`src/rtl/requant_pkg.sv`:
```
// Shared constants and saturation-bound helpers for the requant_n datapath.
package requant_pkg;

  localparam int unsigned IN_NUM_DEF   = 2;
  localparam int unsigned IN_SIZE_DEF  = 16;
  localparam int unsigned OUT_SIZE_DEF = 8;
  localparam int unsigned CNT_W_DEF    = 16;

  typedef enum logic {
    STAGE_ROUND = 1'b0,
    STAGE_SAT   = 1'b1
  } stage_e;

  function automatic int sat_max(int unsigned out_size);
    return int'(1 << (out_size - 1)) - 1;
  endfunction

  function automatic int sat_min(int unsigned out_size);
    return -int'(1 << (out_size - 1));
  endfunction

endpackage

```
`src/rtl/round_sat_lane.sv`:
```
// One lane of requantization: either round-half-up arithmetic right shift, or signed saturation.
module round_sat_lane
  import requant_pkg::*;
#(
  parameter int unsigned IN_SIZE  = IN_SIZE_DEF,
  parameter int unsigned OUT_SIZE = OUT_SIZE_DEF,
  parameter int unsigned SHIFT_W  = $clog2(IN_SIZE),
  parameter stage_e      STAGE    = STAGE_ROUND,
  parameter int unsigned Q_W      = (STAGE == STAGE_ROUND) ? IN_SIZE + 1 : OUT_SIZE
) (
  input  logic signed [IN_SIZE:0]   d_i,
  input  logic        [SHIFT_W-1:0] shift_i,
  output logic signed [Q_W-1:0]     q_o,
  output logic                      sat_o
);

  localparam int unsigned W1 = IN_SIZE + 1;

  if (STAGE == STAGE_ROUND) begin : g_round
    logic signed [IN_SIZE:0] rnd;
    logic signed [IN_SIZE:0] sum;

    // One extra bit of headroom keeps the rounding add from overflowing.
    always_comb begin
      rnd = '0;
      if (shift_i != '0) rnd = W1'(1) << (shift_i - SHIFT_W'(1));
      sum   = d_i + rnd;
      q_o   = sum >>> shift_i;
      sat_o = 1'b0;
    end
  end else begin : g_sat
    localparam logic signed [IN_SIZE:0] MAXV = W1'(sat_max(OUT_SIZE));
    localparam logic signed [IN_SIZE:0] MINV = W1'(sat_min(OUT_SIZE));
    logic unused_shift;

    assign unused_shift = ^shift_i;

    always_comb begin
      q_o   = d_i[OUT_SIZE-1:0];
      sat_o = 1'b0;
      if (d_i > MAXV) begin
        q_o   = MAXV[OUT_SIZE-1:0];
        sat_o = 1'b1;
      end else if (d_i < MINV) begin
        q_o   = MINV[OUT_SIZE-1:0];
        sat_o = 1'b1;
      end
    end
  end

endmodule

```
`src/rtl/requant_n.sv`:
```
// Two-stage valid/ready requantizer: per-lane round+shift, then saturate, with a sticky saturation counter.
module requant_n
  import requant_pkg::*;
#(
  parameter int unsigned IN_NUM   = IN_NUM_DEF,
  parameter int unsigned IN_SIZE  = IN_SIZE_DEF,
  parameter int unsigned OUT_SIZE = OUT_SIZE_DEF,
  parameter int unsigned SHIFT_W  = $clog2(IN_SIZE),
  parameter int unsigned CNT_W    = CNT_W_DEF
) (
  input  logic                clk_i,
  input  logic                rst_ni,
  input  logic                in_valid_i,
  output logic                in_ready_o,
  input  logic [IN_SIZE-1:0]  in_i [IN_NUM],
  input  logic [SHIFT_W-1:0]  shift_i,
  output logic                out_valid_o,
  input  logic                out_ready_i,
  output logic [OUT_SIZE-1:0] out_o [IN_NUM],
  output logic [IN_NUM-1:0]   sat_o,
  output logic [CNT_W-1:0]    sat_cnt_o,
  input  logic                sat_clr_i
);

  logic                    s1_valid_q;
  logic signed [IN_SIZE:0] s1_data_q [IN_NUM];
  logic signed [IN_SIZE:0] s1_data_d [IN_NUM];
  logic                    out_valid_q;
  logic [OUT_SIZE-1:0]     out_q [IN_NUM];
  logic [OUT_SIZE-1:0]     out_d [IN_NUM];
  logic [IN_NUM-1:0]       sat_q, sat_d;
  logic [CNT_W-1:0]        cnt_q, cnt_d;
  logic [IN_NUM-1:0]       unused_rnd_sat;
  logic [SHIFT_W-1:0]      shift_c;
  logic                    s2_adv, s1_to_s2, in_fire, out_fire;

  assign s2_adv     = !out_valid_q | out_ready_i;
  assign s1_to_s2   = s1_valid_q & s2_adv;
  assign in_ready_o = !s1_valid_q | s1_to_s2;
  assign in_fire    = in_valid_i & in_ready_o;
  assign out_fire   = out_valid_q & out_ready_i;

  assign shift_c = (32'(shift_i) >= IN_SIZE) ? SHIFT_W'(IN_SIZE - 1) : shift_i;

  for (genvar i = 0; i < IN_NUM; i++) begin : g_lane
    round_sat_lane #(
      .IN_SIZE(IN_SIZE), .OUT_SIZE(OUT_SIZE), .SHIFT_W(SHIFT_W), .STAGE(STAGE_ROUND)
    ) u_rnd (
      .d_i    ({in_i[i][IN_SIZE-1], in_i[i]}),
      .shift_i(shift_c),
      .q_o    (s1_data_d[i]),
      .sat_o  (unused_rnd_sat[i])
    );

    round_sat_lane #(
      .IN_SIZE(IN_SIZE), .OUT_SIZE(OUT_SIZE), .SHIFT_W(SHIFT_W), .STAGE(STAGE_SAT)
    ) u_sat (
      .d_i    (s1_data_q[i]),
      .shift_i('0),
      .q_o    (out_d[i]),
      .sat_o  (sat_d[i])
    );
  end

  // Counter sticks at all-ones; a clear takes priority over a same-cycle increment.
  always_comb begin
    cnt_d = cnt_q;
    if (sat_clr_i) begin
      cnt_d = '0;
    end else if (out_fire && (|sat_q) && (cnt_q != '1)) begin
      cnt_d = cnt_q + CNT_W'(1);
    end
  end

  always_ff @(posedge clk_i or negedge rst_ni) begin
    if (!rst_ni) begin
      s1_valid_q  <= 1'b0;
      s1_data_q   <= '{default: '0};
      out_valid_q <= 1'b0;
      out_q       <= '{default: '0};
      sat_q       <= '0;
      cnt_q       <= '0;
    end else begin
      if (in_ready_o) s1_valid_q <= in_valid_i;
      if (in_fire) s1_data_q <= s1_data_d;
      if (s2_adv) out_valid_q <= s1_valid_q;
      if (s1_to_s2) begin
        out_q <= out_d;
        sat_q <= sat_d;
      end
      cnt_q <= cnt_d;
    end
  end

  assign out_valid_o = out_valid_q;
  assign out_o       = out_q;
  assign sat_o       = sat_q;
  assign sat_cnt_o   = cnt_q;

endmodule

```
`config.mk`:
```
export PLATFORM = sky130hd
export DESIGN_NAME = requant_n
export DESIGN_NICKNAME = d
export VERILOG_FILES = /design/src/rtl/requant_pkg.sv /design/src/rtl/round_sat_lane.sv /design/src/rtl/requant_n.sv
export SDC_FILE = /design/constraint.sdc
export NUM_CORES = 1
export LEC_CHECK = 0
export BUFFER_PORTS_ARGS = -buffer_cell sky130_fd_sc_hd__buf_2
export CORE_UTILIZATION = 28
export DETAILED_ROUTE_END_ITERATION = 10
export GPL_TIMING_DRIVEN = 0
export PLACE_DENSITY = 0.54
export SLEW_MARGIN = 15
export SYNTH_ARGS = -nofsm -noshare
export SYNTH_HDL_FRONTEND = slang
export SYNTH_HIERARCHICAL = 1
export SYNTH_SLANG_ARGS = --single-unit
```
`constraint.sdc`:
```
create_clock -name clk_i -period 4.4 [get_ports clk_i]
set_input_delay 1.1 -clock clk_i [delete_from_list [all_inputs] [get_ports clk_i]]
set_output_delay 1.1 -clock clk_i [all_outputs]
set_load 0.1 [all_outputs]
```
# --- Word-level counts from Yosys, hierarchy flattened ---
# Cells that the tools add are included.
classes:
  add_sub_neg: 4
  order_cmp: 4
  n_eq_ne: 1
  n_shift: 3
  muxes: 11
  bitwise: 5
  reduce_logical: 7
ops:
  columns: ["cell", "count"]
  rows:
  - ["$add 16x17->17", 2]
  - ["$gt 17x8->1 const B", 2]
  - ["$lt 17x8->1 const B", 2]
  - ["$sshr 17x4->17", 2]
  - ["$mux 16", 2]
  - ["$mux 8", 4]
  - ["$mux 17", 1]
  - ["$shl 1x4->17 const A", 1]
  - ["$add 16x1->16 const B", 1]
  - ["$ne 16x16->1 const B", 1]
  - ["$mux 1", 4]
  - ["$reduce_bool 4->1", 1]
  - ["$sub 4x1->4 const B", 1]
  - ["$and 1x1->1", 3]
  - ["$logic_and 1x1->1", 2]
  - ["$logic_not 1->1", 2]
  - ["$or 1x1->1", 2]
  - ["$reduce_bool 2->1", 1]
  - ["$reduce_or 2->1", 1]
word_totals:
  register_bits: 70
  inputBits: 41
  out_inout_bits: 36
  elab_cells: 43

# --- Depth between registers and ports, before layout ---
# Gate-level depths: netlist of run 1.
depth:
  depth_word: 5
  depth_mapped: 17
  mapped_depth_nobuf: 14

# --- Cells and area by module ---
# The synthesis of run 1 kept the hierarchy.
by_module_without_submodules:
  columns: ["mod", "instances", "cells_per_inst", "area_per_inst_um2", "seq_area_each_um2"]
  rows:
  - ["round_sat_lane (g_lane[0].u_rnd ...)", 2, 300, 2117.0, 0.0]
  - ["requant_n", 1, 215, 2984.1, 1751.7]
  - ["round_sat_lane (g_lane[0].u_sat ...)", 2, 28, 242.7, 0.0]

# --- Worst setup path after synthesis of run 1 ---
# No wires, ideal clock.
synth_timing:
  path_type: "input-to-reg"
  startpoint: "input shift_i[0]"
  endpoint: "register s1_data_q[21] (netlist bit)"
  setup_ns: 0.125
  t_arrival_ns: 4.657
  required_ns: 4.275
  setup_slack_ns: -0.381
  path_stages: 14
  path_buffers: 4
  path_cell_list: "clkbuf_1 > buf_1 > clkbuf_1 > buf_2 > nor3_1 > fa_1 > a211oi_4 > o211ai_4 > a221oi_4 > xnor2_1 > a221oi_4 > a211oi_1 > o32a_1 > mux2_2"
synth_lines:
  columns: ["item", "line_no", "rtl"]
  rows:
  - ["start: declaration", "requant_n.sv:16", "input logic [SHIFT_W-1:0] shift_i,"]
  - ["end signal: assignment", "requant_n.sv:85", "if (in_fire) s1_data_q <= s1_data_d;"]
  - ["end: declaration", "requant_n.sv:26", "logic signed [IN_SIZE:0] s1_data_q [IN_NUM];"]

==> flow_metrics.env, run 1 <==
export IMPL_status="finished clean"
export IMPL_hold_class="reg2reg"
export IMPL_die_y_um=168
export IMPL_via_per_inst=5.51
export IMPL_crit_type="in2reg"
export IMPL_drv_slew=0
export IMPL_ios=77
export IMPL_ir_drop_v=0.000250
export IMPL_cts_sinks=70
export IMPL_synth_nets=944
export IMPL_slowest_stage="fa_2"
export IMPL_htree_levels=3
export IMPL_dieArea_um2=28100
export IMPL_die_w_um=168
export IMPL_gp_congestion=0.870
export IMPL_drcViolationCount=0
export IMPL_clock_path_buffers=2
export IMPL_fmax_mhz=232
export IMPL_antenna_left=0
export IMPL_firstDrtPassIters=5
export IMPL_multiInputGateArea_um2=5990
export IMPL_register_area_um2=1750
export IMPL_ys_warn_count=6
export IMPL_period_minus_slack_ps=4310
export IMPL_cp_common_cell="a221oi_4"
export IMPL_wl_per_cell_um=17.2
export IMPL_leakagePower_nw=4.02
export IMPL_drv_cap=0
export IMPL_worstSkewPairLatency_ps=330
export IMPL_cts_made_buffers=9
export IMPL_synthesis_area_um2=7680
export IMPL_grt_pass1_wl_um=37200
export IMPL_critPathLaunchType="input port"
export IMPL_critical_path_max_stage_delay_ps=430
export IMPL_core_rowCount=60
export IMPL_cp_cell_sequence="buf_6 > clkbuf_8 > buf_8 > buf_12 > nand2_8 > nor2_1 > ha_2 > fa_2 > a211oi_4 > o211ai_4 > a221oi_4 > xnor2_2 > a221oi_4 > a211oi_2 > o32a_1 > mux2_2"
export IMPL_antenna_found_initial=0
export IMPL_n_fill_cell=2717
export IMPL_drt_iter0_drc=621
export IMPL_grt_max_degree=53
export IMPL_setup_violations=0
export IMPL_diodes=0
export IMPL_power_density_nw_per_um2=323
export IMPL_grt_pass1_vias=7027
export IMPL_drive_above_1_share_pct=39.3
export IMPL_hold_viol=0
export IMPL_syn_inst=868
export IMPL_avgSynthCellArea_um2=8.85
export IMPL_areaGrowthSynthToFinish_pct=29.3
export IMPL_tightestPinTransition_ps=636
export IMPL_post_route_period_util_pct=97.8
export IMPL_path_max_fanout=11
export IMPL_portBuffers=75
export IMPL_start_util_pct=28.5
export IMPL_core_area_um2=27000
export IMPL_end_kind="register"
export IMPL_clock_root_buffer="clkbuf_16"
export IMPL_tritoncts="yes"
export IMPL_clock_skew_ps=3.37
export IMPL_overflow=0
export IMPL_routed_wl_um=23200
export IMPL_stdcell_count=1354
export IMPL_fin_nets=1084
export IMPL_dp_cells=1285
export IMPL_arrival_ps=4520
export IMPL_grt_usage_pct=16.2
export IMPL_dp_hpwl_um=17300
export IMPL_hold_ws_ps=497
export IMPL_final_common_cell="buf_2"
export IMPL_relSlewSlack_pct=57.5
export IMPL_path_clk_slew_ps=60
export IMPL_required_ps=4610
export IMPL_route_vias_total=7454
export IMPL_final_cell_mix="buf_2, nor2_1, dfrtp_1, buf_4, mux2_2"
sequential cells by signal, indices dropped and copies added, names as in the netlist:
signal       flops
sat_cnt_o       16
out_o           16
s1_data_q       34
out_valid_o      1
sat_o            2
s1_valid_q       1
where the power goes:
group / internal, mW / switching, mW
sequential: 0.775 / 0.0885
combinational: 0.469 / 0.946
clock: 0.666 / 0.266
total: 1.91 / 1.30
metal layers:
metal	track usage [%]	vias to the layer above	part of all wire (%)
met3	2.17	22	4.3
met5	0	-	0
met1	22.8	3609	48
met4	4.03	0	1.3
li1	-	3611	-
met2	25.9	212	46
worst max-delay path, delay by kind of cell:
kind	cells	cell delay, ps
AOI/OAI and AO/OA	6	1690
xor gates and xnor gates	1	140
and+or+nand+nor	2	120
buffers and inverters	4	570
adders and majority gates	2	630
muxes	1	270
metrics by stage:
stage	setup TNS (ps)	power (mW)	worst slack [ps]	utilization, %	cell area [um^2]
detailed placement	-27860	2.17	-974	32.0	8640
floorplan	0	1.88	1.67	-	7800
global route	-22.0	3.37	-14.3	36.9	9940
global placement	-27470	2.15	-1010	31.9	8610
CTS	-19.7	3.18	-19.7	35.2	9480
finish	0	3.21	94.9	36.9	9940
worst paths after layout:
| check | start | endpoint | slack (ps) | cells after the start |
|---|---|---|---|---|
| worst max-delay path | shift_i[0] | s1_data_q[4]$_DFFE_PN0P_ | 90 | 16 |
| worst max register to register | sat_cnt_o[0]$_DFFE_PN0P_ | sat_cnt_o[13]$_DFFE_PN0P_ | 2350 | 6 |
| min in group asynchronous | rst_ni | out_o[9]$_DFFE_PN0P_ | 650 | 1 |
| worst min register to register | out_o[10]$_DFFE_PN0P_ | out_o[10]$_DFFE_PN0P_ | 500 | 1 |
| worst min-delay path | out_o[10]$_DFFE_PN0P_ | out_o[10]$_DFFE_PN0P_ | 500 | 1 |
| max in group asynchronous | rst_ni | s1_data_q[0]$_DFFE_PN0P_ | 3200 | 2 |
final cells by class:
class / instances / share of cell area (%)
clock inverters: 7 / 1.61
plain buffers: 57 / 4.31
repair buffers: 131 / 8.39
multi-input cells: 714 / 60.3
well taps: 341 / 4.29
flip-flops and latches: 70 / 17.6
clock buffers: 9 / 2.27
inverters: 25 / 1.20
what timing repair did:
item | CTS | global route
setup buffers | 24 | 31
endpoints found under the setup margin | 34 | 29
pin swaps | 25 | 29
resized for setup | 64 | 80
hold buffers | 0 | 0
No activity file was read; power rests on OpenSTA's default activity.
==> run 2: changes to the inputs <==
CORE_UTILIZATION = 45   (was 28)
PLACE_DENSITY = 0.74   (was 0.54)
==> flow_metrics.env, run 2 (same netlist as run 1, synthesis figures left out) <==
export IMPL_largest_register="s1_data_q"
export IMPL_slowest_stage="fa_2"
export IMPL_final_area_um2=9640
export IMPL_drv_cap=0
export IMPL_critPathLaunchType="input port"
export IMPL_final_core_util_pct=57.9
export IMPL_grt_pass1_wl_um=34700
export IMPL_crit_start="shift_i[0]"
export IMPL_drcViolationCount=0
export IMPL_drv_slew=0
export IMPL_largest_reg_flops=34
export IMPL_power_density_nw_per_um2=304
export IMPL_final_common_cell="buf_2"
export IMPL_core_rowCount=47
export IMPL_die_w_um=133
export IMPL_antenna_found_initial=0
export IMPL_status="finished clean"
export IMPL_setup_violations=0
export IMPL_critical_path_max_stage_delay_ps=420
export IMPL_hold_viol=0
export IMPL_cp_cell_sequence="buf_12 > clkbuf_16 > buf_12 > clkbuf_16 > buf_12 > nand2_8 > nor2_4 > ha_4 > fa_2 > a211oi_4 > o211ai_4 > a221oi_4 > xnor2_2 > a221oi_4 > a211oi_2 > o32a_1 > mux2_4"
export IMPL_core_area_um2=16600
export IMPL_diodes=0
export IMPL_dieArea_um2=17600
export IMPL_pre_cts_ws_ps=-924
export IMPL_worstSkewPairLatency_ps=330
export IMPL_cts_made_buffers=9
export IMPL_antenna_left=0
export IMPL_setup_slack_ps=0.184
export IMPL_crit_type="in2reg"
export IMPL_firstDrtPassIters=6
export IMPL_cts_sinks=70
export IMPL_dp_hpwl_um=15800
export IMPL_fmax_mhz=227
export IMPL_route_vias_total=7612
export IMPL_ir_drop_v=0.000450
export IMPL_leakagePower_nw=3.95
export IMPL_grt_max_degree=38
export IMPL_drt_iter0_drc=626
export IMPL_cp_common_cell="buf_12"
export IMPL_final_cell_mix="buf_2, nor2_1, dfrtp_1, buf_4, nand2_1"
export IMPL_start_util_pct=46.2
export IMPL_crit_buf_inv=5
export IMPL_clock_root_buffer="clkbuf_16"
export IMPL_critPathTopFamily="compound AO/OA/AOI/OAI gates"
export IMPL_post_route_period_util_pct=100
export IMPL_path_clk_slew_ps=50
export IMPL_finalPower_mw=2.93
export IMPL_htree_levels=3
export IMPL_grt_pass1_vias=6847
export IMPL_hold_start="s1_valid_q$_DFFE_PN0P_"
export IMPL_tritoncts="yes"
export IMPL_arrival_ps=4610
export IMPL_die_y_um=133
export IMPL_portBuffers=75
export IMPL_tightestPinTransition_ps=619
export IMPL_clock_path_buffers=2
export IMPL_n_fill_cell=1435
export IMPL_ios=77
export IMPL_clock_skew_ps=5.63
export IMPL_rsz0062_at_grt="yes"
export IMPL_rr_startpoint="sat_cnt_o[0]$_DFFE_PN0P_"
export IMPL_relSlewSlack_pct=58.5
export IMPL_register_area_um2=1750
export IMPL_hold_class="reg2reg"
export IMPL_place_area_um2=8480
export IMPL_overflow=0
export IMPL_wl_per_cell_um=17.8
export IMPL_fin_nets=1082
export IMPL_drive_above_1_share_pct=38.7
export IMPL_via_per_inst=6.18
export IMPL_path_max_fanout=7
export IMPL_gp_congestion=0.919
export IMPL_end_kind="register"
export IMPL_areaGrowthSynthToFinish_pct=25.4
export IMPL_period_minus_slack_ps=4400
export IMPL_grt_usage_pct=24.0
export IMPL_required_ps=4610
export IMPL_routed_wl_um=22000
export IMPL_multiInputGateArea_um2=5970
export IMPL_tns_ps=0
[run 2: final timing paths]
kind	to	slack [ps]	depth (start not counted)
setup reg to reg	sat_cnt_o[15]$_DFFE_PN0P_	2400	6
setup / recovery	s1_data_q[21]$_DFFE_PN0P_	0.2	17
hold / removal	out_valid_o$_DFFE_PN0P_	490	1
max in group asynchronous	sat_cnt_o[13]$_DFFE_PN0P_	3130	2
hold reg to reg	out_valid_o$_DFFE_PN0P_	490	1
min in group asynchronous	s1_data_q[22]$_DFFE_PN0P_	720	1
[run 2: cell type report]
| class | instances | area share [%] |
|---|---|---|
| clock buffer | 12 | 2.56 |
| clock inverter | 4 | 0.234 |
| tap | 220 | 2.86 |
| inverter | 25 | 1.19 |
| buffer | 58 | 4.67 |
| timing repair buffer | 128 | 8.40 |
| multi-input combinational | 714 | 61.9 |
| sequential | 70 | 18.2 |
[run 2: metrics by stage]
stage | hold slack, ps | cells
6_report | 489 | 1231
3_5_place_dp | 478 | 1164
3_3_place_gp | 463 | 1163
5_1_grt | 523 | 1231
2_1_floorplan | 457 | 868
4_1_cts | 489 | 1201
[run 2: what timing repair did]
action,CTS,global route
gates cloned,1,0
gates resized for setup,51,87
setup endpoints to repair,34,33
buffers inserted,20,31
pin swaps,22,23
hold buffers,0,0
[run 2: where the power goes]
part	switching, mW	internal (mW)	leakage (nW)
Clock	0.259	0.394	0.132
Combinational	0.936	0.471	2.98
Sequential	0.0927	0.775	0.843
[run 2: per-layer routing]
layer / wire length [um] / track usage, % / vias up
li1: - / - / 3626
met1: 10100 / 34.4 / 3659
met2: 10200 / 38.2 / 290
met3: 1250 / 2.41 / 37
met4: 395 / 6.90 / 0
met5: 0 / 0 / -
==> run 3: changes to the inputs <==
CORE_UTILIZATION = 66   (was 45)
PLACE_DENSITY = 0.95   (was 0.74)
==> flow_metrics.env, run 3 (same netlist as run 1, synthesis figures left out) <==
export IMPL_htree_levels=3
export IMPL_drv_cap=0
export IMPL_drive_above_1_share_pct=38.5
export IMPL_n_fill_cell=570
export IMPL_hold_viol=0
export IMPL_overflow=0
export IMPL_die_w_um=110
export IMPL_grt_pass1_vias=8058
export IMPL_register_area_um2=1750
export IMPL_core_rowCount=39
export IMPL_leakagePower_nw=3.89
export IMPL_finalPower_mw=3.06
export IMPL_tritoncts="yes"
export IMPL_violations="design-rule violations, negative setup slack"
export IMPL_tns_ps=-3790
export IMPL_core_area_um2=11400
export IMPL_clock_skew_ps=9.89
export IMPL_dp_cells=1087
export IMPL_routed_wl_um=29500
export IMPL_drv_slew=0
export IMPL_drcViolationCount=14
export IMPL_required_ps=4670
export IMPL_via_per_inst=7.90
export IMPL_firstDrtPassIters=11
export IMPL_grt_usage_pct=42.8
export IMPL_tightestPinTransition_ps=642
export IMPL_ir_drop_v=0.000643
export IMPL_relSlewSlack_pct=56.0
export IMPL_final_area_um2=9450
export IMPL_largest_reg_flops=34
export IMPL_diodes=0
export IMPL_slowest_stage="mux2i_1"
export IMPL_route_vias_total=9053
export IMPL_pre_cts_ws_ps=-865
export IMPL_grt_max_degree=40
export IMPL_status="finished with violations"
export IMPL_setup_slack_ps=-524
export IMPL_start_util_pct=67.6
export IMPL_hold_class="reg2reg"
export IMPL_clock_path_buffers=2
export IMPL_die_y_um=110
export IMPL_period_minus_slack_ps=4920
export IMPL_multiInputGateArea_um2=5940
export IMPL_largest_register="s1_data_q"
export IMPL_grt_pass1_wl_um=40200
export IMPL_fmax_mhz=203
export IMPL_final_cell_mix="buf_2, nor2_1, dfrtp_1, nand2_1, mux2_2"
export IMPL_critPathLaunchType="input port"
export IMPL_place_area_um2=8380
export IMPL_post_route_period_util_pct=112
export IMPL_drt_iter0_drc=1977
export IMPL_areaGrowthSynthToFinish_pct=22.9
export IMPL_ios=77
export IMPL_antenna_left=0
export IMPL_antenna_found_initial=2
export IMPL_hold_buffers=0
export IMPL_dieArea_um2=12100
export IMPL_gp_congestion=1.00
export IMPL_cp_cell_sequence="buf_2 > clkinvlp_4 > buf_2 > nand2_4 > nor2_1 > ha_2 > fa_2 > a211oi_4 > o211ai_4 > a221oi_4 > buf_4 > a21oi_2 > xnor2_2 > buf_4 > mux2_1 > mux2i_1 > mux2_2"
export IMPL_stdcell_count=1146
export IMPL_arrival_ps=5190
export IMPL_dp_hpwl_um=16000
export IMPL_worstSkewPairLatency_ps=340
export IMPL_crit_type="in2reg"
export IMPL_wl_per_cell_um=25.8
export IMPL_path_max_fanout=10
export IMPL_cts_made_buffers=9
export IMPL_clock_root_buffer="clkbuf_16"
export IMPL_setup_violations=29
export IMPL_path_clk_slew_ps=50
export IMPL_final_common_cell="buf_2"
export IMPL_power_density_nw_per_um2=324
export IMPL_critical_path_max_stage_delay_ps=540
export IMPL_cts_sinks=70
export IMPL_end_kind="register"
export IMPL_portBuffers=75
export IMPL_fin_nets=1074
## run 3: cell types whose count changed in the layout (fill, tap and decap cells not counted), sizes merged
cell      delta
buf          -6
clkinv       -1
clkinvlp     +1
clkbuf       -2
## run 3: repair_timing
action | in CTS | in global routing
gates resized for setup | 46 | 88
setup endpoints to repair | 34 | 33
pin swaps | 23 | 25
setup buffers | 20 | 25
## run 3: area by class of cell
type / instances / share of cell area [%]
Multi-Input combinational cell: 714 / 62.9
Buffer: 57 / 4.70
Clock inverter: 4 / 0.238
Clock buffer: 12 / 2.61
Timing Repair Buffer: 121 / 7.86
Sequential cell: 70 / 18.5
Tap cell: 143 / 1.89
Inverter: 25 / 1.26
## run 3: path summary, 6_finish.rpt
| check | from | to | slack, ps | depth (start not counted) |
|---|---|---|---|---|
| setup / recovery | shift_i[3] | s1_data_q[6]$_DFFE_PN0P_ | -520 | 17 |
| hold / removal | out_o[9]$_DFFE_PN0P_ | out_o[9]$_DFFE_PN0P_ | 500 | 1 |
| setup reg to reg | sat_cnt_o[0]$_DFFE_PN0P_ | sat_cnt_o[12]$_DFFE_PN0P_ | 2070 | 6 |
| hold reg to reg | out_o[9]$_DFFE_PN0P_ | out_o[9]$_DFFE_PN0P_ | 500 | 1 |
| max in group asynchronous | rst_ni | s1_data_q[29]$_DFFE_PN0P_ | 3130 | 2 |
| min in group asynchronous | rst_ni | sat_cnt_o[2]$_DFFE_PN0P_ | 700 | 1 |
## run 3: critical path: cells and delay by family
family / cells / cell delay (ps)
AOI/OAI and AO/OA: 4 / 890
xor gates and xnor gates: 1 / 210
adders and majority gates: 2 / 570
buffers and inverters: 5 / 1060
muxes: 3 / 1170
and+or+nand+nor: 2 / 180
## run 3: metal layers
layer | global-route usage, % | wire (um) | vias up
met5 | 2.23 | 14 | -
met4 | 26.2 | 2970 | 2
met3 | 14.8 | 4200 | 387
met2 | 67.5 | 12700 | 974
met1 | 49.9 | 9640 | 4089
li1 | - | - | 3601
## run 3: where the power goes
part           total, mW  switching (mW)  internal [mW]
logic               1.49            1.03          0.463
clock network      0.673           0.278          0.394
registers          0.892           0.117          0.774
## run 3: stage by stage
| step | hold WS (ps) | util (%) |
|---|---|---|
| detailed placement | 488 | 73.7 |
| floorplan | 457 | - |
| global route | 524 | 83.1 |
| finish | 500 | 83.1 |
| CTS | 502 | 79.1 |
| global placement | 467 | 73.5 |
